**src/rtl/gpio_cfg_sequencer_if.sv**
```systemverilog
// Host register-bus handshake between the host (master) and the GPIO config sequencer (slave).
// Requests are levels held until the one-cycle host_ack.
interface gpio_cfg_sequencer_if #(
  parameter int AddrWidth = 16,
  parameter int BusWidth  = 32
);
  logic                 host_write;
  logic                 host_read;
  logic [AddrWidth-3:0] host_address;
  logic [BusWidth-1:0]  host_data_in;
  logic                 host_ack;
  logic [BusWidth-1:0]  host_data_out;

  modport master (
    output host_write,
    output host_read,
    output host_address,
    output host_data_in,
    input  host_ack,
    input  host_data_out
  );

  modport slave (
    input  host_write,
    input  host_read,
    input  host_address,
    input  host_data_in,
    output host_ack,
    output host_data_out
  );
endinterface

```
**src/rtl/gpio_cfg_sequencer.sv**
```systemverilog
// Replays a (word_addr, data) config table into the GPIO decoder after reset or on start,
// otherwise forwards host reads/writes one at a time with single-cycle strobes and held bus.
module gpio_cfg_sequencer #(
  parameter int AddrWidth    = 16,
  parameter int BusWidth     = 32,
  parameter int TblAddrWidth = 6,
  parameter int NumEntries   = 36,
  parameter int HoldCycles   = 4,
  parameter int ReadLatency  = 3,
  parameter int LoadOnReset  = 1
) (
  input  logic                            reg_clk,
  input  logic                            reset_reg,
  input  logic                            start,
  output logic [TblAddrWidth-1:0]         tbl_addr,
  input  logic [AddrWidth-2+BusWidth-1:0] tbl_data,
  gpio_cfg_sequencer_if.slave             host,
  output logic                            write_reg,
  output logic                            read_reg,
  output logic [AddrWidth-3:0]            busaddress,
  output logic [BusWidth-1:0]             busdata_in,
  input  logic [BusWidth-1:0]             busdata_out,
  output logic                            busy,
  output logic                            load_done
);

  localparam int WA       = AddrWidth - 2;
  localparam int HOLD_EFF = (HoldCycles < 3) ? 3 : HoldCycles;
  localparam int RD_WAIT  = (ReadLatency < 1) ? 1 : ReadLatency;
  localparam int CNT_W    = 8;
  localparam int GAP_MIN  = HOLD_EFF - 1;

  typedef enum logic [2:0] {
    S_IDLE,
    S_LD_FETCH,
    S_LD_ISSUE,
    S_LD_HOLD,
    S_H_WR,
    S_H_RD,
    S_H_HOLD,
    S_H_RDWAIT
  } state_t;

  state_t                  r_state;
  state_t                  w_state_next;
  logic [TblAddrWidth-1:0] r_idx;
  logic [CNT_W-1:0]        r_cnt;
  logic [CNT_W-1:0]        r_gap;
  logic                    r_pend_load;
  logic                    r_ack;
  logic [BusWidth-1:0]     r_hdo;
  logic [WA-1:0]           r_addr;
  logic [BusWidth-1:0]     r_data;

  logic [WA-1:0]           w_tbl_word;
  logic [BusWidth-1:0]     w_tbl_val;
  logic                    w_term;
  logic                    w_cnt_zero;
  logic                    w_last;
  logic                    w_gap_ok;

  assign w_tbl_word = tbl_data[WA+BusWidth-1:BusWidth];
  assign w_tbl_val  = tbl_data[BusWidth-1:0];
  assign w_term     = &w_tbl_word;
  assign w_cnt_zero = (r_cnt == '0);
  assign w_last     = (r_idx == TblAddrWidth'(NumEntries - 1));
  // r_gap counts strobe-low cycles; IDLE only launches once a full hold gap has elapsed.
  assign w_gap_ok   = (r_gap == CNT_W'(GAP_MIN));

  always_ff @(posedge reg_clk) begin
    if (reset_reg) begin
      r_state <= S_IDLE;
    end else begin
      r_state <= w_state_next;
    end
  end

  always_comb begin
    w_state_next = r_state;
    unique case (r_state)
      S_IDLE: begin
        if (w_gap_ok) begin
          if (start || r_pend_load) begin
            w_state_next = S_LD_FETCH;
          end else if (!r_ack && host.host_write) begin
            w_state_next = S_H_WR;
          end else if (!r_ack && host.host_read) begin
            w_state_next = S_H_RD;
          end
        end
      end
      S_LD_FETCH: w_state_next = S_LD_ISSUE;
      S_LD_ISSUE: w_state_next = w_term ? S_IDLE : S_LD_HOLD;
      S_LD_HOLD: begin
        if (w_cnt_zero) begin
          w_state_next = w_last ? S_IDLE : S_LD_FETCH;
        end
      end
      S_H_WR:     w_state_next = S_H_HOLD;
      S_H_RD:     w_state_next = S_H_RDWAIT;
      S_H_HOLD:   if (w_cnt_zero) w_state_next = S_IDLE;
      S_H_RDWAIT: if (w_cnt_zero) w_state_next = S_IDLE;
      default:    w_state_next = S_IDLE;
    endcase
  end

  // Table data only arrives during LD_ISSUE, so that cycle drives the bus straight from it.
  always_comb begin
    tbl_addr           = '0;
    write_reg          = 1'b0;
    read_reg           = 1'b0;
    busaddress         = r_addr;
    busdata_in         = r_data;
    busy               = (r_state != S_IDLE);
    load_done          = 1'b0;
    host.host_ack      = r_ack;
    host.host_data_out = r_hdo;
    unique case (r_state)
      S_LD_FETCH: tbl_addr = r_idx;
      S_LD_ISSUE: begin
        if (w_term) begin
          load_done = 1'b1;
        end else begin
          write_reg  = 1'b1;
          busaddress = w_tbl_word;
          busdata_in = w_tbl_val;
        end
      end
      S_LD_HOLD:  load_done = w_cnt_zero && w_last;
      S_H_WR:     write_reg = 1'b1;
      S_H_RD:     read_reg  = 1'b1;
      default:    ;
    endcase
  end

  always_ff @(posedge reg_clk) begin
    if (reset_reg) begin
      r_idx       <= '0;
      r_cnt       <= '0;
      r_gap       <= CNT_W'(GAP_MIN);
      r_pend_load <= (LoadOnReset != 0);
      r_ack       <= 1'b0;
      r_hdo       <= '0;
      r_addr      <= '0;
      r_data      <= '0;
    end else begin
      r_ack <= ((r_state == S_H_HOLD) || (r_state == S_H_RDWAIT)) && w_cnt_zero;

      if (r_state == S_IDLE && w_state_next == S_LD_FETCH) begin
        r_pend_load <= 1'b0;
      end

      if (write_reg || read_reg) begin
        r_gap <= '0;
      end else if (!w_gap_ok) begin
        r_gap <= r_gap + 1'b1;
      end

      if (r_state == S_LD_ISSUE || r_state == S_H_WR) begin
        r_cnt <= CNT_W'(HOLD_EFF - 1);
      end else if (r_state == S_H_RD) begin
        r_cnt <= CNT_W'(RD_WAIT - 1);
      end else if (!w_cnt_zero) begin
        r_cnt <= r_cnt - 1'b1;
      end

      if (r_state == S_LD_ISSUE && w_term) begin
        r_idx <= '0;
      end else if (r_state == S_LD_HOLD && w_cnt_zero) begin
        r_idx <= w_last ? '0 : r_idx + 1'b1;
      end

      if (r_state == S_IDLE && w_state_next == S_H_WR) begin
        r_addr <= host.host_address;
        r_data <= host.host_data_in;
      end else if (r_state == S_IDLE && w_state_next == S_H_RD) begin
        r_addr <= host.host_address;
      end else if (r_state == S_LD_ISSUE && !w_term) begin
        r_addr <= w_tbl_word;
        r_data <= w_tbl_val;
      end

      if (r_state == S_H_RDWAIT && w_cnt_zero) begin
        r_hdo <= busdata_out;
      end
    end
  end

endmodule

```
**src/flat_wrapper.sv**
```systemverilog
// flat-port wrapper written by rule: the top's interface ports become plain ports
module gpio_cfg_sequencer_flat 
#(
  parameter int AddrWidth    = 16,
  parameter int BusWidth     = 32,
  parameter int TblAddrWidth = 6,
  parameter int NumEntries   = 36,
  parameter int HoldCycles   = 4,
  parameter int ReadLatency  = 3,
  parameter int LoadOnReset  = 1
)
  (reg_clk, reset_reg, start, tbl_addr, tbl_data, write_reg, read_reg, busaddress, busdata_in, busdata_out, busy, load_done, host_host_write, host_host_read, host_host_address, host_host_data_in, host_host_ack, host_host_data_out);
  gpio_cfg_sequencer_if #(.AddrWidth(AddrWidth), .BusWidth(BusWidth)) host_i ();
  input  logic reg_clk;
  input  logic reset_reg;
  input  logic start;
  output logic [TblAddrWidth-1:0] tbl_addr;
  input  logic [AddrWidth-2+BusWidth-1:0] tbl_data;
  output logic write_reg;
  output logic read_reg;
  output logic [AddrWidth-3:0] busaddress;
  output logic [BusWidth-1:0] busdata_in;
  input  logic [BusWidth-1:0] busdata_out;
  output logic busy;
  output logic load_done;
  input wire logic [$bits(host_i.host_write)-1:0] host_host_write;
  input wire logic [$bits(host_i.host_read)-1:0] host_host_read;
  input wire logic [$bits(host_i.host_address)-1:0] host_host_address;
  input wire logic [$bits(host_i.host_data_in)-1:0] host_host_data_in;
  output wire logic [$bits(host_i.host_ack)-1:0] host_host_ack;
  output wire logic [$bits(host_i.host_data_out)-1:0] host_host_data_out;
  assign host_i.host_write = host_host_write;
  assign host_i.host_read = host_host_read;
  assign host_i.host_address = host_host_address;
  assign host_i.host_data_in = host_host_data_in;
  assign host_host_ack = host_i.host_ack;
  assign host_host_data_out = host_i.host_data_out;
  gpio_cfg_sequencer #(.AddrWidth(AddrWidth), .BusWidth(BusWidth), .TblAddrWidth(TblAddrWidth), .NumEntries(NumEntries), .HoldCycles(HoldCycles), .ReadLatency(ReadLatency), .LoadOnReset(LoadOnReset)) u_core (.reg_clk(reg_clk), .reset_reg(reset_reg), .start(start), .tbl_addr(tbl_addr), .tbl_data(tbl_data), .host(host_i), .write_reg(write_reg), .read_reg(read_reg), .busaddress(busaddress), .busdata_in(busdata_in), .busdata_out(busdata_out), .busy(busy), .load_done(load_done));
endmodule
```
**config.mk**
```make
export PLATFORM = sky130hd
export DESIGN_NAME = gpio_cfg_sequencer_flat
export DESIGN_NICKNAME = d
export VERILOG_FILES = /design/src/rtl/gpio_cfg_sequencer_if.sv /design/src/rtl/gpio_cfg_sequencer.sv /design/src/flat_wrapper.sv
export SDC_FILE = /design/constraint.sdc
export NUM_CORES = 1
export LEC_CHECK = 0
export ABC_AREA = 1
export CAP_MARGIN = 10
export CORE_ASPECT_RATIO = 0.75
export CORE_UTILIZATION = 43
export CTS_CLUSTER_DIAMETER = 80
export DETAILED_ROUTE_END_ITERATION = 10
export PLACE_DENSITY_LB_ADDON = 0.2
export SYNTH_ARGS = -nofsm -noshare
export SYNTH_HDL_FRONTEND = slang
export SYNTH_SLANG_ARGS = --single-unit
```
**constraint.sdc**
```tcl
create_clock -name reg_clk -period 2.7 [get_ports reg_clk]
set_clock_uncertainty 0.1 [all_clocks]
set_input_delay 0.675 -clock reg_clk [delete_from_list [all_inputs] [get_ports reg_clk]]
set_output_delay 0.675 -clock reg_clk [all_outputs]
set_load 0.005 [all_outputs]
```
==> results.ini, run 1 <==
[drt]
vias=5739
drc=0
first_pass_iters=5
dr.first_iter.drc_count=292
avgViaCountPerCell=4.72
drt_wl_total_um=15300
wire_per_inst_um=12.6
antenna_left=0

[synthesis]
syn_area_per_cell_um2=6.50
syn_area_um2=5130
synthesis.nets=922
synth_cell_types=29
synth-warning-count=0
synthCells=789
ys_ff_latch=105
ys_seq_area_frac=0.410

[critical_path]
crit_required_ns=1.92
r2r_end=u_core.r_data[11]
arrival_ns=2.06
crit_path_start_kind=primary input
crit_fanout=11
cp_slowest_cell=dlygate4sd2_1
path_common_cell=buf_6
worstRegToRegCells=11
cp_cell_sequence=buf_6, nand2_2, nor2_2, nand2_2, nor2_4, nor2_4, buf_6, buf_6, buf_16, o21ai_0, dlygate4sd2_1
reg2reg_from=u_core.r_gap[0]
cp_slowest_stage_delay_ns=0.27
end_kind=output port
startpoint=tbl_data[41]
critPathKind=in -> out
r2r_setup_slack_ns=0.56

[finish]
drive_above_1_share=0.162
antenna_cells=0
n_fill_cell=940
finalNetCount=1181
areaGrowthSynthToFinish_pct=63.8
finalInstanceArea_um2=8410

[die]
io_pins=218
core_area_um2=11600
die_area_um2=12400
num_rows=34
die_x_um=128
die_height_um=96.6
start_util=0.442

[job]
max_cap_viol_count=0

[placed_design]
pre_cts_ws_ns=-0.763
gp_congestion=0.807
dpl_cell_area_um2=7830
port_buffers=217
hpwlAfterDp_um=10400

[grt]
antenna_found_initial=0
grt_max_degree=65
grt-ovfl-total=0
grt_pass1_vias=5258
grt_pass1_wl_um=25100
grt_use_total=0.250

[timing]
maxSlewHeadroom=0.643
rsz0062_at_grt=yes
setup_tns_ns=-0.258
hold_viol_final=0
setup_ws_ns=-0.131
fin_crit_ns=2.83
worstMarginPinSlew_ns=0.536
finalSetupViolCount=3
maxSlewViolCount=0
hold_ws_ns=0.341
finalCritPeriodShare=1.05
fmax_mhz=353

[pwr]
p_switching_mw=2.39
leakage_nw=4.08
p_clk_frac=0.202
p_per_area_nw_per_um2=772
combPwrFrac=0.503
switching_share=0.368
seqPwrFrac=0.295
p_int_mw=4.11
ir_worst_vdd_mv=0.354

[clocking]
cts_hold_buf=0
numCtsBuffers=9
cts_max_level=3
clock_sinks=105
clk_pin_slew_ns=0.07
cts-root-buf=clkbuf_16
clk_path_buf_depth=2
cts_tree=done
worstSkewPairLatency_ns=0.34

[min_path]
hold_depth=2
min_path_type=reg -> reg
hp-start=u_core.host.host_data_out[28]
hold_end=u_core.host.host_data_out[28]

[outcome]
status=finished, violations left
violations=setup timing

-- flip-flops by register name, indices dropped and copies added, names as in the netlist --
register                   count
u_core.r_state                 3
u_core.host.host_data_out     32
u_core.r_data                 32
u_core.r_cnt                   8
u_core.r_pend_load             1
u_core.r_addr                 14
u_core.r_idx                   6
u_core.r_gap                   8
u_core.host.host_ack           1
-- worst max path at each step --
stage	depth (start not counted)	endpoint	slack (ns)
4_1_cts	10	busdata_in[29]	-0.30
3_3_place_gp	10	busdata_in[2]	-0.73
2_1_floorplan	8	busdata_in[11]	0.20
6_report	11	busdata_in[11]	-0.13
3_5_place_dp	12	busdata_in[8]	-0.76
5_1_grt	11	busdata_in[11]	-0.21
-- metal layers --
| metal | vias up | global-route usage | part of all wire |
|---|---|---|---|
| met1 | 2554 | 0.335 | 0.46 |
| met5 | - | 0 | 0 |
| li1 | 2993 | - | - |
| met4 | 0 | 0.0697 | 0.017 |
| met2 | 167 | 0.405 | 0.46 |
| met3 | 25 | 0.0548 | 0.060 |
-- cells in the mapped netlist --
cell type	n	area (µm²)
nand2_1	149	559
nor2_1	139	522
inv_1	125	469
dfxtp_1	105	2100
o21ai_0	77	385
a21oi_1	55	275
nand4_1	33	206
clkbuf_1	27	101
nand3_1	17	85.1
nor3_1	9	45.0
o21ai_1	9	45.0
buf_2	8	40.0
xor2_1	6	52.6
ha_1	4	50.1
xnor2_1	4	35.0
buf_4	3	22.5
nor2_2	3	18.8
a211oi_1	2	15.0
a31oi_1	2	12.5
inv_2	2	7.51
nand2_2	2	12.5
buf_1	1	3.75
clkbuf_2	1	5.00
nand3_2	1	10.0
nor2_4	1	11.3
nor3_4	1	16.3
o2111a_1	1	11.3
or2_1	1	6.26
or2_2	1	6.26
-- power groups by stage --
stage	Combinational, mW	Sequential (mW)	Clock [mW]
final	3.26	1.92	1.31
after global routing	3.62	1.95	1.41
after CTS	3.32	1.92	1.34
after detailed placement	3.03	1.95	0
after global placement	2.99	1.94	0
after floorplan	1.57	1.94	0
-- worst max-delay path: cells and delay by family --
kind,cells,cell delay (ns)
and+or+nand+nor,5,0.47
buffers and inverters,5,0.75
AOI/OAI and AO/OA,1,0.15
-- through the flow --
stage | instances | power (mW) | util
floorplan | 789 | 3.51 | -
global placement | 1185 | 4.94 | 0.674
detailed placement | 1185 | 4.98 | 0.674
CTS | 1216 | 6.58 | 0.721
global route | 1215 | 6.98 | 0.724
finish | 1215 | 6.50 | 0.724
-- layout make-up --
| type | count | area (µm²) | share of cell area |
|---|---|---|---|
| tap | 162 | 203 | 0.0241 |
| inverter | 127 | 479 | 0.0570 |
| clock buffer | 12 | 246 | 0.0293 |
| sequential | 105 | 2100 | 0.250 |
| clock inverter | 4 | 51.3 | 0.00610 |
| multi-input combinational | 517 | 2520 | 0.300 |
| timing repair buffer | 288 | 2800 | 0.333 |
-- logic make-up after synthesis --
| kind of cell | count (synthesis) | share of synthesized area |
|---|---|---|
| AND/OR/NAND/NOR | 357 | 0.292 |
| AO/OA/AOI/OAI | 146 | 0.145 |
| buffers and inverters | 167 | 0.127 |
| flip-flops | 105 | 0.410 |
| XOR/XNOR | 10 | 0.0171 |
| adder cells (fa/ha/maj) | 4 | 0.00975 |
-- repair_timing --
action | 4_1_cts | 5_1_grt
pin swaps | 12 | 4
setup buffers | 12 | 4
endpoints found under the setup margin | 48 | 49
endpoints found under the hold margin | 0 | 0
cloned | 4 | 0
resized for setup | 129 | 120
-- cell usage in the layout, fill, tap and decap left out, drive strengths merged, types with 2 or more instances in the layout --
master,Yosys,routed
a211oi,2,2
a21oi,55,55
a31oi,2,2
buf,12,98
clkbuf,28,23
clkdlybuf4s50,0,154
dfxtp,105,105
dlygate4sd2,0,3
dlymetal6s2s,0,20
ha,4,4
inv,127,128
nand2,151,151
nand3,18,18
nand4,33,33
nor2,143,143
nor3,10,10
o21ai,86,86
or2,2,2
xnor2,4,4
xor2,6,6
No activity file was read; power rests on OpenSTA's default activity.
==> run 2, diff against run 1 <==
CORE_MARGIN = 2   (was default)
==> run 2 against run 1 <==
The flow still finishes with violations (setup timing). Clock-buffer cell count shrank 3. Highest routed layer unchanged. Die area increased by 3.7%. Largest cell class unchanged. Global-route usage fell by 0.51 points. First-iteration DRC count rose by 45%. Maximum frequency is 2.9% lower. Cell count grew 1.2%. Flip-flop and latch count unchanged. Non-clock buffer count grew 15. Worst setup slack worse by 0.084 ns. Sequential share of layout area shrank 0.74 points. Register-to-register slack worse by 0.24 ns. Critical path depth increased by 3.
==> results.ini, run 2 (synthesis results as in run 1) <==
[critical_path]
crit_fanout=5
critPathTopFamily=buffers and inverters
critPathKind=in -> out
crit_path_start_kind=primary input
startpoint=tbl_data[43]
cp_slowest_stage_delay_ns=0.14
end_kind=output port
reg2reg_from=u_core.r_state[2]
cp_cell_sequence=buf_6, nand2_2, nor2_1, nand2_1, nor2_2, buf_6, nor2_4, buf_12, buf_8, buf_12, buf_8, nand2_2, nand2_2, buf_6
crit_required_ns=1.92
cp_slowest_cell=nor2_1
cp_num_buf_inv=7
arrival_ns=2.14

[drt]
dr.first_iter.drc_count=424
wire_per_inst_um=14.1
drc=0
first_pass_iters=5
antenna_left=0
drt_wl_total_um=17300
vias=6016
avgViaCountPerCell=4.89

[finish]
n_fill_cell=909
final_util=0.746
final_common_cell=clkdlybuf4s50_1
final_cell_mix=154 x clkdlybuf4s50_1, 137 x nor2_1, 125 x inv_1
antenna_cells=0
areaGrowthSynthToFinish_pct=68.9
finalNetCount=1196
drive_above_1_share=0.218

[clocking]
cts_max_level=3
cts_tree=done
cts_hold_buf=0
clk_pin_slew_ns=0.08
cts-root-buf=clkbuf_16
clk_path_buf_depth=2
clock_sinks=105
worstSkewPairLatency_ns=0.36
numCtsBuffers=9

[grt]
grt_use_total=0.245
grt_pass1_vias=5471
grt-ovfl-total=0
grt_pass1_wl_um=25600
antenna_found_initial=0
grt_max_degree=65

[timing]
setup_ws_ns=-0.215
fin_crit_ns=2.92
finalCritPeriodShare=1.08
worstMarginPinSlew_ns=0.590
hold_viol_final=0
rsz0062_at_grt=yes
finalSetupViolCount=45
maxSlewHeadroom=0.607
maxSlewViolCount=0
setup_tns_ns=-4.78
fmax_mhz=343

[job]
max_cap_viol_count=0

[outcome]
violations=setup timing
status=finished, violations left

[die]
num_rows=34
start_util=0.442
io_pins=218
die_height_um=98.6
die_x_um=130
core_area_um2=11600
die_area_um2=12800

[min_path]
hp-start=u_core.host.host_data_out[3]
min_path_type=reg -> reg

[pwr]
leakage_nw=4.00
p_per_area_nw_per_um2=801
ir_worst_vdd_mv=0.491

[placed_design]
hpwlAfterDp_um=10700
gp_congestion=0.878
port_buffers=217

run 2: stage by stage:
stage | area (µm²) | setup WS (ns) | instances | hold WS [ns] | total power [mW]
after global placement | 7810 | -0.732 | 1183 | 0.330 | 4.97
after CTS | 8350 | -0.320 | 1217 | 0.345 | 6.56
after detailed placement | 7810 | -0.737 | 1183 | 0.334 | 4.99
after floorplan | 5130 | 0.198 | 789 | 0.340 | 3.51
after global routing | 8670 | -0.277 | 1230 | 0.359 | 7.41
final | 8670 | -0.215 | 1230 | 0.341 | 6.95
run 2: worst paths after layout:
check | endpoint | slack, ns | cells after the start
worst max-delay path | busaddress[11] | -0.22 | 14
worst min-delay path | u_core.host.host_data_out[3] | 0.34 | 2
worst max register to register | u_core.r_data[21] | 0.32 | 15
worst min register to register | u_core.host.host_data_out[3] | 0.34 | 2
run 2: routing by layer:
metal  share of wire  track usage
met5               0            0
met4           0.031       0.0852
met3           0.067       0.0619
met2            0.48        0.400
met1            0.43        0.316
run 2: power by group:
group	internal, mW	switching [mW]
logic	1.72	1.92
registers	1.81	0.109
clock network	0.738	0.649
total	4.27	2.68
run 2: worst min-delay path, cell delays in order (launching register included):
cell	delay, ns
dfxtp_1	0.31
inv_1	0.04
a21oi_1	0.05
run 2: area by class of cell:
type / instances / area [µm²] / share of cell area
inverters: 127 / 482 / 0.0556
clock inverters: 7 / 83.8 / 0.00967
repair buffers: 303 / 2890 / 0.333
multi-input cells: 517 / 2690 / 0.310
clock buffers: 9 / 225 / 0.0260
well taps: 162 / 203 / 0.0234
flip-flops and latches: 105 / 2100 / 0.243
run 2: what timing repair did:
action	in CTS	in global routing
buffers inserted	16	14
endpoints found under the setup margin	48	54
pin swaps	19	18
resized for setup	257	145
cloned	2	1
==> run 3, diff against run 2 <==
SKIP_CTS_REPAIR_TIMING = 1   (was default)
==> run 3 against run 2 <==
The run still ends with setup timing left. Sequential power about the same. Total power down 1.6%. Hold slack about the same. Non-clock buffer count down 6. Combinational power down 3%. Cell count down 0.41%. Global-route usage down 1.6 points.
==> results.ini, run 3 (synthesis results as in run 1) <==
[finish]
drive_above_1_share=0.172
final_cell_mix=154 x clkdlybuf4s50_1, 138 x nor2_1, 124 x inv_1
areaGrowthSynthToFinish_pct=67.8
finalNetCount=1191
final_common_cell=clkdlybuf4s50_1
finalInstanceArea_um2=8610
antenna_cells=0
fin_cells=1225

[timing]
maxSlewHeadroom=0.614
hold_viol_final=0
setup_ws_ns=-0.190
worstMarginPinSlew_ns=0.579
finalSetupViolCount=6
fmax_mhz=346
finalCritPeriodShare=1.07
hold_ws_ns=0.342
maxSlewViolCount=0
setup_tns_ns=-0.353
rsz0062_at_grt=yes
fin_crit_ns=2.89

[placed_design]
gp_congestion=0.878
hpwlAfterDp_um=10700
port_buffers=217
dp.cells=1183
pre_cts_ws_ns=-0.737
dpl_cell_area_um2=7810

[clocking]
clk_pin_slew_ns=0.08
cts-root-buf=clkbuf_16
numCtsBuffers=9
cts_max_level=3
cts_tree=done
worstSkewPairLatency_ns=0.35
clock_sinks=105
clk_path_buf_depth=2

[drt]
drt_wl_total_um=16600
drc=0
dr.first_iter.drc_count=425
vias=5931
wire_per_inst_um=13.5
avgViaCountPerCell=4.84
first_pass_iters=5
antenna_left=0

[outcome]
status=finished, violations left
violations=setup timing

[critical_path]
crit_required_ns=1.92
arrival_ns=2.12
end_kind=output port
crit_path_start_kind=primary input
crit_fanout=5
critPathKind=in -> out

[die]
die_x_um=130
start_util=0.442
die_area_um2=12800
core_area_um2=11600
num_rows=34
die_height_um=98.6
io_pins=218

[min_path]
min_path_type=reg -> reg

[grt]
grt_use_total=0.229
grt_pass1_vias=5183
grt_max_degree=65
grt-ovfl-total=0
grt_pass1_wl_um=24000
antenna_found_initial=0

[job]
max_cap_viol_count=0

[pwr]
leakage_nw=4.28
p_per_area_nw_per_um2=794
ir_worst_vdd_mv=0.477

-- run 3: cell count changes in the layout (fill, tap and decap cells not counted), sizes merged --
cell / change
buf: -40
dlygate4sd2: -1
dlymetal6s2s: +28
clkbuf: +9
nor2: +1
clkdlybuf4s15: -2
-- run 3: final timing paths --
path	depth (start not counted)	from	slack, ns	endpoint
worst max register to register	11	u_core.r_gap[0]	0.48	u_core.r_data[5]
worst max-delay path	15	tbl_data[39]	-0.19	busdata_in[4]
worst min register to register	2	u_core.host.host_data_out[3]	0.34	u_core.host.host_data_out[3]
worst min-delay path	2	u_core.host.host_data_out[3]	0.34	u_core.host.host_data_out[3]
-- run 3: final cells by class --
| cell class | instances | area (µm²) |
|---|---|---|
| clock buffers | 9 | 225 |
| clock inverters | 7 | 83.8 |
| fillers | 931 | 3000 |
| inverters | 127 | 477 |
| multi-input cells | 518 | 2550 |
| flip-flops and latches | 105 | 2100 |
| well taps | 162 | 203 |
| repair buffers | 297 | 2970 |
-- run 3: layer usage --
layer	vias up	routed length (µm)	track usage
li1	3022	-	-
met1	2690	7270	0.299
met5	-	0	0
met2	189	7780	0.365
met4	0	383	0.0728
met3	30	1170	0.0689
-- run 3: worst max-delay path: stages --
cell and delay, ns:
buf_6 0.08, nand2_2 0.05, nor2_1 0.09, nand2_1 0.07, nor2_2 0.15, buf_6 0.14, nor2_4 0.06, buf_12 0.14
buf_6 0.11, buf_6 0.10, buf_6 0.10, buf_6 0.11, nand2_4 0.05, o21ai_2 0.05, buf_2 0.12
-- run 3: report_power, final --
part           internal (mW)  switching [mW]
combinational           1.71            1.82
sequential              1.81           0.120
clock                  0.738           0.641
total                   4.26            2.58
-- run 3: metrics by stage --
stage          power (mW)   util
2_1_floorplan        3.51      -
3_3_place_gp         4.97  0.672
3_5_place_dp         4.99  0.672
4_1_cts              6.39  0.699
5_1_grt              7.29  0.741
6_report             6.84  0.741
